==> src/rtl/hs_master_arbiter_if.sv <==
// Client-side and slave-side handshake signals for hs_master_arbiter.
//   master modport : the arbiter (samples client requests and ack, drives
//                    completion pulses, req and data_out)
//   slave  modport : everything on the other side (clients + downstream slave)
// Signals:
//   cli_valid[NUM_CLI]   client i has a byte pending
//   cli_data[8*NUM_CLI]  client i byte at [8i+7:8i]
//   cli_done[NUM_CLI]    one-cycle pulse, byte delivered
//   cli_err[NUM_CLI]     one-cycle pulse, transfer aborted on timeout
//   req / data_out       4-phase request and byte towards the slave
//   ack                  4-phase acknowledge from the slave
interface hs_master_arbiter_if #(
  parameter int NUM_CLI = 4
);
  logic [NUM_CLI-1:0]   cli_valid;
  logic [NUM_CLI*8-1:0] cli_data;
  logic [NUM_CLI-1:0]   cli_done;
  logic [NUM_CLI-1:0]   cli_err;
  logic                 req;
  logic [7:0]           data_out;
  logic                 ack;

  modport master (
    input  cli_valid, cli_data, ack,
    output cli_done, cli_err, req, data_out
  );

  modport slave (
    output cli_valid, cli_data, ack,
    input  cli_done, cli_err, req, data_out
  );
endinterface

==> src/rtl/hs_master_arbiter.sv <==
// Round-robin arbiter/sequencer sharing one 4-phase req/ack byte channel
// between NUM_CLI clients. The winner's byte is captured at grant, req is held
// until ack rises (or TIMEOUT expires), then the arbiter waits for ack to fall
// before pulsing cli_done / cli_err and returning to IDLE.
// Ports:
//   clk, rst_n   clock (rising edge), asynchronous active-low reset
//   bus          hs_master_arbiter_if.master (client and slave handshake)
//   busy         high whenever the FSM is not in IDLE
//   grant_id     index of current or last granted client
//   xfer_count   completed transfers, wraps modulo 2^CNT_W
module hs_master_arbiter #(
  parameter int NUM_CLI = 4,
  parameter int TIMEOUT = 64,
  parameter int CNT_W   = 16
) (
  input  logic                 clk,
  input  logic                 rst_n,
  hs_master_arbiter_if.master  bus,
  output logic                 busy,
  output logic [2:0]           grant_id,
  output logic [CNT_W-1:0]     xfer_count
);

  localparam int WC_W = (TIMEOUT > 1) ? $clog2(TIMEOUT) : 1;
  localparam logic [WC_W-1:0] WC_LAST = WC_W'((TIMEOUT > 0) ? TIMEOUT - 1 : 0);

  typedef enum logic [1:0] {
    IDLE      = 2'd0,
    REQ       = 2'd1,
    WAIT_DROP = 2'd2,
    ABORT     = 2'd3
  } state_t;

  state_t               state, state_n;
  logic [2:0]           rr_ptr, rr_n;
  logic [WC_W-1:0]      wcnt, wcnt_n;
  logic                 req_q, req_n;
  logic [7:0]           data_q, data_n;
  logic [NUM_CLI-1:0]   done_q, done_n;
  logic [NUM_CLI-1:0]   err_q, err_n;
  logic                 busy_n;
  logic [2:0]           gid_n;
  logic [CNT_W-1:0]     cnt_n;

  // Arbitration: rotate the request vector so rr_ptr lands at bit 0, pick the
  // lowest set bit, then rotate the offset back into a client index.
  logic [2*NUM_CLI-1:0] dbl, shifted;
  logic [NUM_CLI-1:0]   rot;
  logic                 any_req;
  logic [2:0]           win_off, win_id;
  logic [3:0]           wsum;
  logic [7:0]           win_byte;
  logic [NUM_CLI-1:0]   gnt_oh;
  logic [2:0]           rr_next;

  assign dbl     = {bus.cli_valid, bus.cli_valid};
  assign shifted = dbl >> rr_ptr;
  assign rot     = shifted[NUM_CLI-1:0];

  always_comb begin
    any_req = |rot;
    win_off = '0;
    for (int j = NUM_CLI-1; j >= 0; j--) begin
      if (rot[j]) win_off = 3'(j);
    end
    wsum = {1'b0, rr_ptr} + {1'b0, win_off};
    if (wsum >= 4'(NUM_CLI)) wsum = wsum - 4'(NUM_CLI);
    win_id = wsum[2:0];
  end

  always_comb begin
    win_byte = '0;
    for (int i = 0; i < NUM_CLI; i++) begin
      if (win_id == 3'(i)) win_byte = bus.cli_data[i*8 +: 8];
    end
  end

  // Completion pulses always target the client that holds the grant.
  always_comb begin
    for (int i = 0; i < NUM_CLI; i++) gnt_oh[i] = (grant_id == 3'(i));
  end

  assign rr_next = (grant_id == 3'(NUM_CLI-1)) ? 3'd0 : grant_id + 3'd1;

  always_comb begin
    state_n = state;
    rr_n    = rr_ptr;
    wcnt_n  = wcnt;
    req_n   = req_q;
    data_n  = data_q;
    done_n  = '0;
    err_n   = '0;
    busy_n  = busy;
    gid_n   = grant_id;
    cnt_n   = xfer_count;
    case (state)
      IDLE: begin
        req_n  = 1'b0;
        busy_n = 1'b0;
        if (any_req) begin
          gid_n   = win_id;
          data_n  = win_byte;
          req_n   = 1'b1;
          busy_n  = 1'b1;
          wcnt_n  = '0;
          state_n = REQ;
        end
      end
      REQ: begin
        req_n = 1'b1;
        if (bus.ack) begin
          req_n   = 1'b0;
          state_n = WAIT_DROP;
        end else if (TIMEOUT != 0 && wcnt == WC_LAST) begin
          req_n   = 1'b0;
          state_n = ABORT;
        end else begin
          wcnt_n = wcnt + WC_W'(1);
        end
      end
      WAIT_DROP: begin
        // No timeout here: a slave stuck with ack high parks us in this state.
        req_n = 1'b0;
        if (!bus.ack) begin
          done_n  = gnt_oh;
          cnt_n   = xfer_count + CNT_W'(1);
          rr_n    = rr_next;
          busy_n  = 1'b0;
          state_n = IDLE;
        end
      end
      ABORT: begin
        req_n = 1'b0;
        if (!bus.ack) begin
          err_n   = gnt_oh;
          rr_n    = rr_next;
          busy_n  = 1'b0;
          state_n = IDLE;
        end
      end
      default: begin
        req_n   = 1'b0;
        busy_n  = 1'b0;
        state_n = IDLE;
      end
    endcase
  end

  always_ff @(posedge clk or negedge rst_n) begin
    if (!rst_n) begin
      state      <= IDLE;
      rr_ptr     <= '0;
      wcnt       <= '0;
      req_q      <= 1'b0;
      data_q     <= '0;
      done_q     <= '0;
      err_q      <= '0;
      busy       <= 1'b0;
      grant_id   <= '0;
      xfer_count <= '0;
    end else begin
      state      <= state_n;
      rr_ptr     <= rr_n;
      wcnt       <= wcnt_n;
      req_q      <= req_n;
      data_q     <= data_n;
      done_q     <= done_n;
      err_q      <= err_n;
      busy       <= busy_n;
      grant_id   <= gid_n;
      xfer_count <= cnt_n;
    end
  end

  assign bus.req      = req_q;
  assign bus.data_out = data_q;
  assign bus.cli_done = done_q;
  assign bus.cli_err  = err_q;

endmodule

==> src/flat_wrapper.sv <==
// flat-port wrapper written by rule: the top's interface ports become plain ports
module hs_master_arbiter_flat 
#(
  parameter int NUM_CLI = 4,
  parameter int TIMEOUT = 64,
  parameter int CNT_W   = 16
)
  (clk, rst_n, busy, grant_id, xfer_count, bus_cli_valid, bus_cli_data, bus_ack, bus_cli_done, bus_cli_err, bus_req, bus_data_out);
  hs_master_arbiter_if #(.NUM_CLI(NUM_CLI)) bus_i ();
  input  logic clk;
  input  logic rst_n;
  output logic busy;
  output logic [2:0] grant_id;
  output logic [CNT_W-1:0] xfer_count;
  input wire logic [$bits(bus_i.cli_valid)-1:0] bus_cli_valid;
  input wire logic [$bits(bus_i.cli_data)-1:0] bus_cli_data;
  input wire logic [$bits(bus_i.ack)-1:0] bus_ack;
  output wire logic [$bits(bus_i.cli_done)-1:0] bus_cli_done;
  output wire logic [$bits(bus_i.cli_err)-1:0] bus_cli_err;
  output wire logic [$bits(bus_i.req)-1:0] bus_req;
  output wire logic [$bits(bus_i.data_out)-1:0] bus_data_out;
  assign bus_i.cli_valid = bus_cli_valid;
  assign bus_i.cli_data = bus_cli_data;
  assign bus_i.ack = bus_ack;
  assign bus_cli_done = bus_i.cli_done;
  assign bus_cli_err = bus_i.cli_err;
  assign bus_req = bus_i.req;
  assign bus_data_out = bus_i.data_out;
  hs_master_arbiter #(.NUM_CLI(NUM_CLI), .TIMEOUT(TIMEOUT), .CNT_W(CNT_W)) u_core (.clk(clk), .rst_n(rst_n), .bus(bus_i), .busy(busy), .grant_id(grant_id), .xfer_count(xfer_count));
endmodule
==> config.mk <==
export PLATFORM = sky130hd
export DESIGN_NAME = hs_master_arbiter_flat
export DESIGN_NICKNAME = d
export VERILOG_FILES = /design/src/rtl/hs_master_arbiter_if.sv /design/src/rtl/hs_master_arbiter.sv /design/src/flat_wrapper.sv
export SDC_FILE = /design/constraint.sdc
export NUM_CORES = 1
export LEC_CHECK = 0
export ABC_AREA = 1
export ABC_CLOCK_PERIOD_IN_PS = 3300
export CAP_MARGIN = 15
export CORE_AREA = 2 2 97 99
export CTS_CLUSTER_SIZE = 40
export DETAILED_ROUTE_END_ITERATION = 7
export DIE_AREA = 0 0 99 101
export GPL_TIMING_DRIVEN = 0
export PLACE_DENSITY = 0.55
export SYNTH_ARGS = -nofsm -noshare
export SYNTH_HDL_FRONTEND = slang
export SYNTH_SLANG_ARGS = --single-unit
==> constraint.sdc <==
create_clock -name clk -period 3.3 [get_ports clk]
set_input_delay 0.99 -clock clk [delete_from_list [all_inputs] [get_ports clk]]
set_output_delay 0.99 -clock clk [all_outputs]
set_load 0.01 [all_outputs]
## Word-level counts from Yosys, hierarchy flattened

Cells that the tools add are included.

- Bits of input ports: 39
- Bits in registers: 48

- Order comparisons: 1
- $add $sub $neg: 5
- Equal/unequal tests: 15
- Bitwise operators: 1
- Reductions and logical operators: 13
- Muxes and demuxes: 28
- Shift-type cells: 1

Operators with widths:

| kind | number |
|---|---|
| 8-bit 2-to-1 mux | 4 |
| 6-bit 2-to-1 mux | 3 |
| 16-bit by 1-bit adder with 16-bit output, second input constant | 1 |
| 3-bit 2-to-1 mux | 5 |
| 3-bit by 2-bit == test with 1-bit output, second input constant | 4 |
| 4-bit 2-to-1 mux | 3 |
| 6-bit case mux with 2 select lines | 1 |
| 2-bit 2-to-1 mux | 5 |
| 2-bit AND reduction | 4 |
| 8-bit by 3-bit >> shifter with 4-bit output | 1 |
| 6-bit by 1-bit adder with 6-bit output, second input constant | 1 |
| 3-bit by 1-bit == test with 1-bit output, second input constant | 2 |
| 6-bit == test, second input constant | 1 |
| 3-bit logical NOT | 2 |
| 2-bit != test, second input constant | 3 |
| 2-bit case mux with 3 select lines | 1 |
| 3-bit by 3-bit adder with 4-bit output | 1 |
| 2-bit == test, second input constant | 2 |
| 4-bit by 3-bit greater-or-equal comparator with 1-bit output, second input constant | 1 |
| 1-bit 2-to-1 mux | 4 |
| 4-bit AND reduction | 1 |
| 2-bit nonzero test | 2 |
| 4-bit OR reduction | 1 |
| 3-bit by 1-bit adder with 3-bit output, second input constant | 1 |
| other kinds (10) | 10 |

## Longest topological paths before layout

Gate-level depths: netlist of the first run.

- Depth in word-level cells: 13
- Gate-level depth with buffers: 17
- Gate-level depth less buffers: 16

## Least setup slack after synthesis of the first run

OpenSTA, ideal clock, no wires.

- Path kind: input port to flip-flop
- From: input bus_cli_valid[0]
- To: register u_core.data_q[2], in the netlist u_core.bus.data_out[2]
- Setup time: 0.065 ns
- Data arrival time: 2.987 ns
- Slack: 0.248 ns
- Cell stages on the path: 15
- Path buffers: 2
- Cells stage by stage: nand3_1 nand2_1 nand2_1 nand2_1 nand3_1 a21boi_0 ha_1 inv_1 fa_1 buf_1 clkbuf_1 nand4_1 nand4_1 nand2_1 nand2_1

- Longest elaborated chain between the ends: 13
- Elaborated cells on any way between the ends: 19
- Those cells by class: 2 x add/sub; 1 x order compare; 3 x eq/ne; 1 x shift; 9 x mux; 3 x reduce/logical

Ends and longest elaborated chain:

| item | RTL line | text |
|---|---|---|
| from (decl) | flat_wrapper.sv:15 | `input wire logic [$bits(bus_i.cli_valid)-1:0] bus_cli_valid;` |
| 8-bit by 3-bit >> shifter with 4-bit output (*) | hs_master_arbiter.sv:57 | `assign shifted = dbl >> rr_ptr;` |
| 2-bit 2-to-1 mux | hs_master_arbiter.sv:64 | `if (rot[j]) win_off = 3'(j);` |
| 3-bit 2-to-1 mux (3 in a row) | hs_master_arbiter.sv:64 |  |
| 3-bit by 3-bit adder with 4-bit output | hs_master_arbiter.sv:66 | `wsum = {1'b0, rr_ptr} + {1'b0, win_off};` |
| 4-bit by 3-bit greater-or-equal comparator with 1-bit output / 3-bit subtractor (equally long branches) | hs_master_arbiter.sv:67 | `if (wsum >= 4'(NUM_CLI)) wsum = wsum - 4'(NUM_CLI);` |
| 3-bit 2-to-1 mux | hs_master_arbiter.sv:67 |  |
| 3-bit logical NOT | hs_master_arbiter.sv:74 | `if (win_id == 3'(i)) win_byte = bus.cli_data[i*8 +: 8];` |
| 8-bit 2-to-1 mux (4 in a row) | hs_master_arbiter.sv:74 |  |
| to (signal assigned) | hs_master_arbiter.sv:166 | `data_q <= data_n;` |
| to (decl) | hs_master_arbiter.sv:38 | `logic [7:0] data_q, data_n;` |

Mark *: on every way between the ends. The rest lies on a longest branch, timed or not.
A chain may end at the register's enable or synchronous reset.

## Final worst setup path of the first run

- From: input bus_cli_valid[1]
- To: register u_core.data_q[3], in the netlist u_core.bus.data_out[3]

Same word-level chain as after synthesis.

==> results of run 1 <==
-- flip-flops by register name, indices dropped and copies added (netlist names), 2 cells and up --
signal               count
u_core.bus.cli_done      4
u_core.bus.cli_err       4
u_core.bus.data_out      8
u_core.grant_id          3
u_core.rr_ptr            3
u_core.state             2
u_core.wcnt              6
u_core.xfer_count       16
-- repair_timing --
action | in CTS | in global routing
buffers inserted | 0 | 10
pin swaps | 0 | 10
setup endpoints to repair | 9 | 10
gates resized for setup | 8 | 37
-- cells in the mapped netlist (3+ instances only) --
cell type | n | area share [%]
o21ai_0 | 15 | 2.9
clkbuf_1 | 5 | 0.72
a21oi_1 | 3 | 0.58
nand4_1 | 26 | 6.2
inv_1 | 34 | 4.9
xnor2_1 | 5 | 1.7
nor3_1 | 7 | 1.3
nor2_1 | 20 | 2.9
dfrtp_1 | 48 | 46
nand2_1 | 81 | 12
ha_1 | 8 | 3.8
xor2_1 | 8 | 2.7
nand3_1 | 34 | 6.5
-- worst max path at each step --
stage | start | slack (ns) | end | cells past startpoint
floorplan | bus_cli_valid[0] | 0.25 | u_core.bus.data_out[2]$_DFFE_PN0P_ | 15
global placement | bus_cli_valid[0] | -0.63 | u_core.bus.data_out[3]$_DFFE_PN0P_ | 16
detailed placement | bus_cli_valid[0] | -0.65 | u_core.bus.data_out[3]$_DFFE_PN0P_ | 16
CTS | bus_cli_valid[0] | 0.01 | u_core.bus.data_out[3]$_DFFE_PN0P_ | 15
global route | bus_cli_valid[1] | 0.003 | u_core.bus.data_out[6]$_DFFE_PN0P_ | 16
finish | bus_cli_valid[1] | 0.14 | u_core.bus.data_out[3]$_DFFE_PN0P_ | 16
-- worst register-to-register path: stages (launching register included) --
cell and delay [ns]:
dfrtp_1 0.42, inv_1 0.16, nor2_1 0.15, nand2_1 0.08
nand2_2 0.07, nand3_2 0.07, a21boi_2 0.14, ha_2 0.18
inv_1 0.06, fa_2 0.50, buf_6 0.16, nor2_4 0.19
nand3_1 0.11, nand4_1 0.14, nand2_1 0.06, nand2_1 0.06
-- power breakdown --
part	leakage, nW	internal (mW)	switching (mW)
Combinational	1.14	0.949	1.13
Clock	0.0552	0.225	0.191
Sequential	0.632	0.747	0.138
Total	1.82	1.92	1.46
-- final cells by class --
type	count	share of cell area, %
multi-input cells	222	34.0
flip-flops and latches	48	31.5
repair buffers	86	22.6
inverters	37	3.75
well taps	111	3.65
clock buffers	6	1.91
plain buffers	8	1.64
clock inverters	2	0.920
-- layer usage --
layer | share of wire [%] | vias to the layer above
met2 | 45 | 87
met5 | 0 | -
met3 | 8.2 | 10
met1 | 45 | 1119
li1 | - | 1216
met4 | 1.8 | 0
-- cell families after synthesis --
kind of cell / Yosys count / share of synthesized area (%)
AOI/OAI and AO/OA: 20 / 3.93
xor gates and xnor gates: 14 / 4.99
adders and majority gates: 9 / 4.60
buffers and inverters: 46 / 6.86
DFF: 48 / 46.0
and+or+nand+nor: 179 / 33.6
-- per-stage QoR --
stage                     util, %  power, mW  setup slack (ns)
final                        42.4       3.38             0.144
after global routing         42.4       3.68           0.00260
after CTS                    40.5       3.02            0.0147
after detailed placement     39.1       2.55            -0.651
after global placement       39.0       2.52            -0.628
after floorplan                 -       1.94             0.248
==> impl_metrics.tcl, run 1 <==
set metrics [dict create \
    antenna_found_initial 0 \
    crit_path_max_incr_delay_ns 0.50 \
    min_path_cells 2 \
    status "complete, no violations" \
    drive_above_1_share_pct 13.2 \
    final_antenna_net_count 0 \
    cts_tree "done" \
    cp.required_ns 3.54 \
    fill_cells 890 \
    io_buffer_count 75 \
    ir_drop_v 0.000481 \
    start_util_pct 29.1 \
    end_kind "register" \
    overflow 0 \
    cp_data_arrival_time_ns 3.40 \
    syn-cell-area_mm2 0.00261 \
    timing.rr.start "u_core.rr_ptr[1]$_DFFE_PN0P_" \
    avgSynthCellArea_um2 8.26 \
    dp.cells 503 \
    place_area_mm2 0.00351 \
    cp_common_cell "nand2_1" \
    powerDensity_mw_per_mm2 889 \
    met1_usage_pct 16.3 \
    ios 76 \
    die_area_mm2 0.0100 \
    synth_cell_types 30 \
    final_min_period_over_clock_period_pct 95.6 \
    mostFrequentLayoutCell "nand2_1" \
    final_cell_mix "nand2_1, clkdlybuf4s50_1, dfrtp_1" \
    crit_fanout 8 \
    relSlewSlack_pct 77.4 \
    final_cells 520 \
    rsz0062_at_grt "no" \
    finalHoldViolations 0 \
    antenna_cells 0 \
    die_h_um 101 \
    cp_num_buf_inv 3 \
    fin_nets 456 \
    grt_max_degree 38 \
    rows 35 \
    totalWireLength_mm 6.54 \
    synth_edf_count 0 \
    grt_pass1_vias 2369 \
    syn-num-nets 364 \
    setup_viol 0 \
    clock_latency_ns 0.30 \
    drt_iter0_drc 64 \
    slowest_stage "fa_2" \
    drv_slew 0 \
    place_hpwl_mm 5.00 \
    hold_path.class "register to register" \
    maxCapViolations 0 \
    grt_pass1_wl_mm 10.7 \
    r2r_cells 15 \
    cp_cell_sequence "clkdlybuf4s50_1 > nand2_1 > nand2_1 > nand2_1 > nand2_2 > nand3_2 > a21boi_2 > ha_2 > inv_1 > fa_2 > buf_6 > nor2_4 > nand3_1 > nand4_1 > nand2_1 > nand2_1" \
    final_cell_area_mm2 0.00381 \
    crit_type "input port to register" \
    core_mm2 0.00898 \
    via_count 2432 \
    clk_pin_slew_ns 0.08 \
    netlist_instances 316 \
    multi_input_comb_area_mm2 0.00130 \
    cts-buffers-inserted 5 \
    grtUsageTotal_pct 13.1 \
    async_reset_ff_share_pct 100 \
    root_buffer "clkbuf_8" \
    viasPerCell 4.68 \
    drc_errors 0 \
    whs_ns 0.497 \
    hold_start "u_core.xfer_count[15]$_DFFE_PN0P_" \
    r2r-end "u_core.bus.data_out[3]$_DFFE_PN0P_" \
    yosysSeqAreaShare_pct 46.0 \
    setup-tns-final_ns 0 \
    dieWidth_um 99 \
    max_clock_freq_mhz 317 \
    register_area_mm2 0.00120 \
    synth_ff_type "dfrtp_1" \
    busiest_layer "met2" \
    cts_max_path_buffers 2 \
    r2r_slack_ns 0.69 \
    ys_seq_elements 48 \
    met2_usage_pct 21.4 \
    use_met3_pct 4.99 \
    tightest_slew_ns 0.339 \
    cpLargestDelayFamily "simple AND/OR/NAND/NOR gates" \
    p_leak_nw 1.82 \
    cp-start-kind "input port" \
    fin_crit_ns 3.16 \
    numClockSinks 48 \
    holdPathEnd "u_core.xfer_count[15]$_DFFE_PN0P_" \
    drtPass1Iterations 5 \
    drt-wirelength-per-cell_um 12.6 \
    cts_hold_buf 0 \
    globalplace.congestion 0.910 \
    finClkSkew_ns 0.00172 \
    areaGrowthSynthToFinish_pct 46.0 \
    cts.htree.levels 2 \
    yosys_warnings 0 \
]
Power figures use the tool's default switching activity.
==> inputs of run 2 (changes only) <==
CTS_CLUSTER_DIAMETER = 60   (was unset)
==> results of run 2 <==
Same layout as run 1: the final DEF is identical, and so are final timing and power.
==> inputs of run 3 (changes only) <==
REMOVE_ABC_BUFFERS = 1   (was unset)
==> impl_metrics.tcl, run 3 (synthesized netlist as in run 1, its figures left out) <==
set metrics [dict create \
    drt-wirelength-per-cell_um 12.2 \
    r2r_cells 14 \
    cp-start-kind "input port" \
    drv_slew 0 \
    final_cell_area_mm2 0.00371 \
    cts_tree "done" \
    tightest_slew_ns 0.615 \
    p_leak_nw 1.76 \
    antenna_cells 0 \
    rows 35 \
    core_mm2 0.00898 \
    hold_path.class "register to register" \
    die_area_mm2 0.0100 \
    drt_iter0_drc 78 \
    met2_usage_pct 21.2 \
    place_area_mm2 0.00349 \
    clock_latency_ns 0.29 \
    max_clock_freq_mhz 322 \
    status "complete, no violations" \
    cp_data_arrival_time_ns 3.33 \
    largest_reg_flops 16 \
    relSlewSlack_pct 58.9 \
    ios 76 \
    antenna_found_initial 0 \
    grtUsageTotal_pct 12.8 \
    totalWireLength_mm 6.25 \
    globalplace.congestion 0.771 \
    top_register "u_core.xfer_count" \
    r2r-end "u_core.bus.data_out[5]$_DFFE_PN0P_" \
    fin_crit_ns 3.10 \
    clk_pin_slew_ns 0.08 \
    crit_type "input port to register" \
    mostFrequentLayoutCell "nand2_1" \
    p_switching_mw 1.38 \
    drive_above_1_share_pct 9.77 \
    rsz0062_at_grt "no" \
    min_path_cells 2 \
    swShare_pct 44.9 \
    place_hpwl_mm 4.70 \
    p_seq_share_pct 28.9 \
    final_cell_mix "nand2_1, clkdlybuf4s50_1, dfrtp_1" \
    final_cells 510 \
    areaGrowthSynthToFinish_pct 42.2 \
    final_antenna_net_count 0 \
    cts_hold_buf 0 \
    viasPerCell 4.62 \
    die_h_um 101 \
    start_util_pct 29.1 \
    cp.required_ns 3.53 \
    met1_usage_pct 16.1 \
    timing.rr.start "u_core.rr_ptr[1]$_DFFE_PN0P_" \
    cts-buffers-inserted 5 \
    cts_max_path_buffers 2 \
    finClkSkew_ns 0.00772 \
    root_buffer "clkbuf_8" \
    r2r_slack_ns 0.68 \
    overflow 0 \
    holdPathEnd "u_core.bus.data_out[2]$_DFFE_PN0P_" \
    power.internal_mw 1.69 \
    pwr-share-comb_pct 59.4 \
    fin_nets 446 \
    grt_pass1_vias 2252 \
    powerDensity_mw_per_mm2 829 \
    final_min_period_over_clock_period_pct 94.0 \
    numClockSinks 48 \
    dieWidth_um 99 \
    crit_fanout 5 \
    use_met3_pct 5.06 \
    clkPwrFrac_pct 11.7 \
    cts.htree.levels 2 \
    finalHoldViolations 0 \
    drc_errors 0 \
    dp.cells 495 \
    end_kind "register" \
    drtPass1Iterations 4 \
    hold_start "u_core.bus.data_out[2]$_DFFE_PN0P_" \
    io_buffer_count 75 \
    via_count 2357 \
    setup_viol 0 \
    grt_pass1_wl_mm 10.4 \
    ir_drop_v 0.000508 \
    busiest_layer "met2" \
    maxCapViolations 0 \
    grt_max_degree 39 \
]
==> run 3: cell types whose count changed in the layout (fill, tap and decap cells not counted), moves of 2 or more <==
cell     change
buf_2        -2
nand3_2      -5
buf_4        -5
buf_6        -3
nand3_1      +5
==> run 3: final cells by class <==
type                            count  area, um^2
Fill cell                         898        5270
Multi-Input combinational cell    222        1280
Sequential cell                    48        1200
Timing Repair Buffer               84         852
Inverter                           37         143
Tap cell                          111         139
Clock buffer                        7        86.3
Clock inverter                      1        7.51
==> run 3: metrics by stage <==
stage | hold WS (ns) | TNS (ns) | power [mW] | worst slack (ns) | utilization, %
global route | 0.535 | 0 | 3.38 | 0.0306 | 41.3
floorplan | 0.491 | 0 | 1.91 | 0.0209 | -
detailed placement | 0.469 | -5.81 | 2.49 | -0.695 | 38.9
finish | 0.496 | 0 | 3.07 | 0.199 | 41.3
CTS | 0.494 | 0 | 2.96 | 0.00678 | 40.3
global placement | 0.462 | -20.46 | 2.46 | -1.04 | 38.5
==> run 3: power by group through the flow <==
stage	Clock, mW	Sequential (mW)	Combinational, mW
3_3_place_gp	0	0.887	1.57
3_5_place_dp	0	0.892	1.60
5_1_grt	0.407	0.908	2.06
2_1_floorplan	0	0.916	0.994
6_report	0.360	0.887	1.83
4_1_cts	0.374	0.886	1.70
==> run 3: repair_timing <==
item,4_1_cts,5_1_grt
cloned,0,1
pin swaps,1,5
hold endpoints to repair,0,0
setup endpoints to repair,8,8
buffers inserted,2,4
resized for setup,5,16
==> run 3: worst max path at each step <==
stage	start	end	slack [ns]	cells after the start
after floorplan	bus_cli_valid[3]	u_core.bus.data_out[0]$_DFFE_PN0P_	0.02	14
after global placement	bus_cli_valid[0]	u_core.bus.data_out[3]$_DFFE_PN0P_	-1.04	15
after detailed placement	bus_cli_valid[0]	u_core.bus.data_out[5]$_DFFE_PN0P_	-0.69	15
after CTS	bus_cli_valid[0]	u_core.bus.data_out[5]$_DFFE_PN0P_	0.007	17
after global routing	bus_cli_valid[3]	u_core.bus.data_out[7]$_DFFE_PN0P_	0.03	15
final	bus_cli_valid[3]	u_core.bus.data_out[5]$_DFFE_PN0P_	0.20	15
==> run 3: worst max-delay path, stage by stage <==
cell and delay [ns]:
clkdlybuf4s50_1 0.47, nand2_1 0.07, nand2_1 0.06, nand2_1 0.05, nand2_2 0.07, nand3_1 0.06, a21boi_1 0.15, ha_2 0.19
inv_1 0.05, fa_2 0.67, buf_6 0.16, nand4_1 0.08, nand4_1 0.11, nand2_1 0.06, nand2_1 0.07
==> run 3: metal layers <==
| layer | routed length (um) | part of all wire, % |
|---|---|---|
| met4 | 0 | 0 |
| met3 | 538 | 8.6 |
| met5 | 0 | 0 |
| met1 | 2760 | 44 |
| met2 | 2940 | 47 |
==> RTL change (settings of run 2) <==
Encoding of `state_t`: now one-hot (4 bits for 4 states).
--- a/src/rtl/hs_master_arbiter.sv
+++ b/src/rtl/hs_master_arbiter.sv
@@ -24,11 +24,11 @@
   localparam int WC_W = (TIMEOUT > 1) ? $clog2(TIMEOUT) : 1;
   localparam logic [WC_W-1:0] WC_LAST = WC_W'((TIMEOUT > 0) ? TIMEOUT - 1 : 0);
 
-  typedef enum logic [1:0] {
-    IDLE      = 2'd0,
-    REQ       = 2'd1,
-    WAIT_DROP = 2'd2,
-    ABORT     = 2'd3
+  typedef enum logic [3:0] {
+    IDLE      = 4'b0001,
+    REQ       = 4'b0010,
+    WAIT_DROP = 4'b0100,
+    ABORT     = 4'b1000
   } state_t;
 
   state_t               state, state_n;
Behaviour: no difference found for any inputs over 10 cycles, from zero or initial values and one cycle with rst_n low; not proved beyond that.
==> RTL change against run 2 <==
- synthesized area up 11%
- critical path depth up 1
- critical endpoint is now u_core.bus.data_out[1]$_DFFE_PN0P_
- count of clock-buffer cells in the layout unchanged
- clock skew is 0.0047 ns higher
- design area increased by 6.0%
- power is 10% higher
- wire length grew 8.7%
- utilization grew 2.5 points
- final cell count increased by 9.0%
- combinational power increased by 15%
- sequential cell count rose by 2
- setup slack better by 0.22 ns
==> RTL change: results (changes against run 2) <==
Place:
- The half-perimeter wire length of the detailed placement result came to 5510 µm (+10%).
- The post-placement setup slack is -0.801 ns (-0.150 ns).
- The total instance count after detailed placement is 553 (+9.9%).
- The last weighted congestion value of the routability-driven placer is 0.870 (-4.3%).
- The placed cell area is 3800 µm² (+8.0%).

Setup path:
- The data arrival time of the critical path came to 3.14 ns (-0.26 ns).
- The depth of the worst register-to-register path is 16 (+1).
- The highest fanout seen on the critical path is 7 (-1).
- The end of the worst register-to-register path is u_core.bus.data_out[1]$_DFFE_PN0P_.
- In this run the worst setup path begins at bus_cli_valid[0].
- The delay of the slowest critical-path stage was 0.60 ns (+0.10 ns).
- The worst setup slack for register-to-register paths is 0.58 ns (-0.11 ns).

Clock network:
- The root buffer cell is sky130_fd_sc_hd__clkbuf_8.

Power:
- The power attributed to the clock group was 0.000354 W (-15%).
- The static leakage is 1.89 nW (+3.4%).
- The switching power total is 0.00168 W (+15%).
- The power per standard cell area is 925 nW/µm² (+4.1%).
- The power drawn by the sequential cells came to 0.000987 W (+12%).
- The peak supply drop is 0.000507 V (+5.4%).

Detailed routing:
- The total vias in the final route is 2,710 (+11%).
- The total wire length after detailed routing is 7110 µm (+8.7%).
- The number of iterations in the first detailed-routing pass was 4 (-1).
- The initial DRC count was 89 (+39%).

Timing:
- The transition time of the tightest slew-check pin is 0.534 ns (+0.195 ns).
- The post-route clock skew is 0.00643 ns (+0.00471 ns).
- The part of the cycle the worst path needs is 89.0% (-6.7 points).
- The worst hold slack is 0.479 ns (-0.0175 ns).

Outcome:
- The run finished with clean final reports.

Synth:
- The commonest cells after synthesis are 96 x sky130_fd_sc_hd__nand2_1, 52 x sky130_fd_sc_hd__nand3_1, 49 x sky130_fd_sc_hd__dfrtp_1.
- The synthesized netlist net count was 415 (+14%).
- The mean cell area of the mapped netlist came to 7.91 µm² (-4.2%).
- In the post-synthesis netlist, the biggest area contributors are sky130_fd_sc_hd__dfrtp_1 42%, sky130_fd_sc_hd__nand2_1 12%, sky130_fd_sc_hd__nand3_1 9.0%.
- The area share of the leading cell type in the synthesized netlist is 42.3% (-3.8 points).
- The register area share after synthesis is 43.2% (-2.9 points).

Global route:
- The initial antenna violation count is 0 (unchanged).
- The number of global-route vias before repair came to 2,644 (+12%).
- The maximum number of pins on one net before global-route repair was 29 (-24%).
- The global-route usage over all layers came to 14.6% (+1.4 points).
- The first-pass GRT wire length was 11,900 µm (+12%).

Hold path:
- The startpoint of the lowest-slack hold path is u_core.bus.data_out[6]$_DFFE_PN0P_.
- The path with the worst hold slack has its endpoint at u_core.bus.data_out[6]$_DFFE_PN0P_.

Layout:
- The count of placed standard cells in the final layout, fillers left out is 567 (+9.0%).
- The layout cell share with drive strength beyond 1 came to 13.6% (+0.39 points).
- The number of nets in the finished design came to 503 (+10%).
## RTL change: cells by family after synthesis
family / Yosys count / synth area share, %
AND/OR/NAND/NOR: 232 / 39.0
adder cells (fa/ha/maj): 9 / 4.14
AO/OA/AOI/OAI: 19 / 3.41
buffers and inverters: 45 / 6.64
flip-flops: 50 / 43.2
XOR/XNOR: 12 / 3.62
## RTL change: cell type report
cell class                      count  area, µm²
Fill cell                         871       4940
Multi-Input combinational cell    272       1510
Sequential cell                    50       1250
Timing Repair Buffer               81        836
Tap cell                          111        139
Inverter                           35        136
Buffer                             10       81.3
Clock buffer                        6       72.6
Clock inverter                      2       13.8
## RTL change: routing by layer
layer  share of wire (%)  global-route usage, %  vias to the layer above
met5                   0                      0                        -
met4                 1.0                   3.79                        0
met3                 7.7                   4.51                        7
met2                  47                   24.6                       82
met1                  44                   18.1                     1235
li1                    -                      -                     1386
## RTL change: timing repair
item,4_1_cts,5_1_grt
buffers inserted,2,4
gates resized for setup,13,22
pin swaps,3,10
setup endpoints to repair,8,8
cloned,0,0
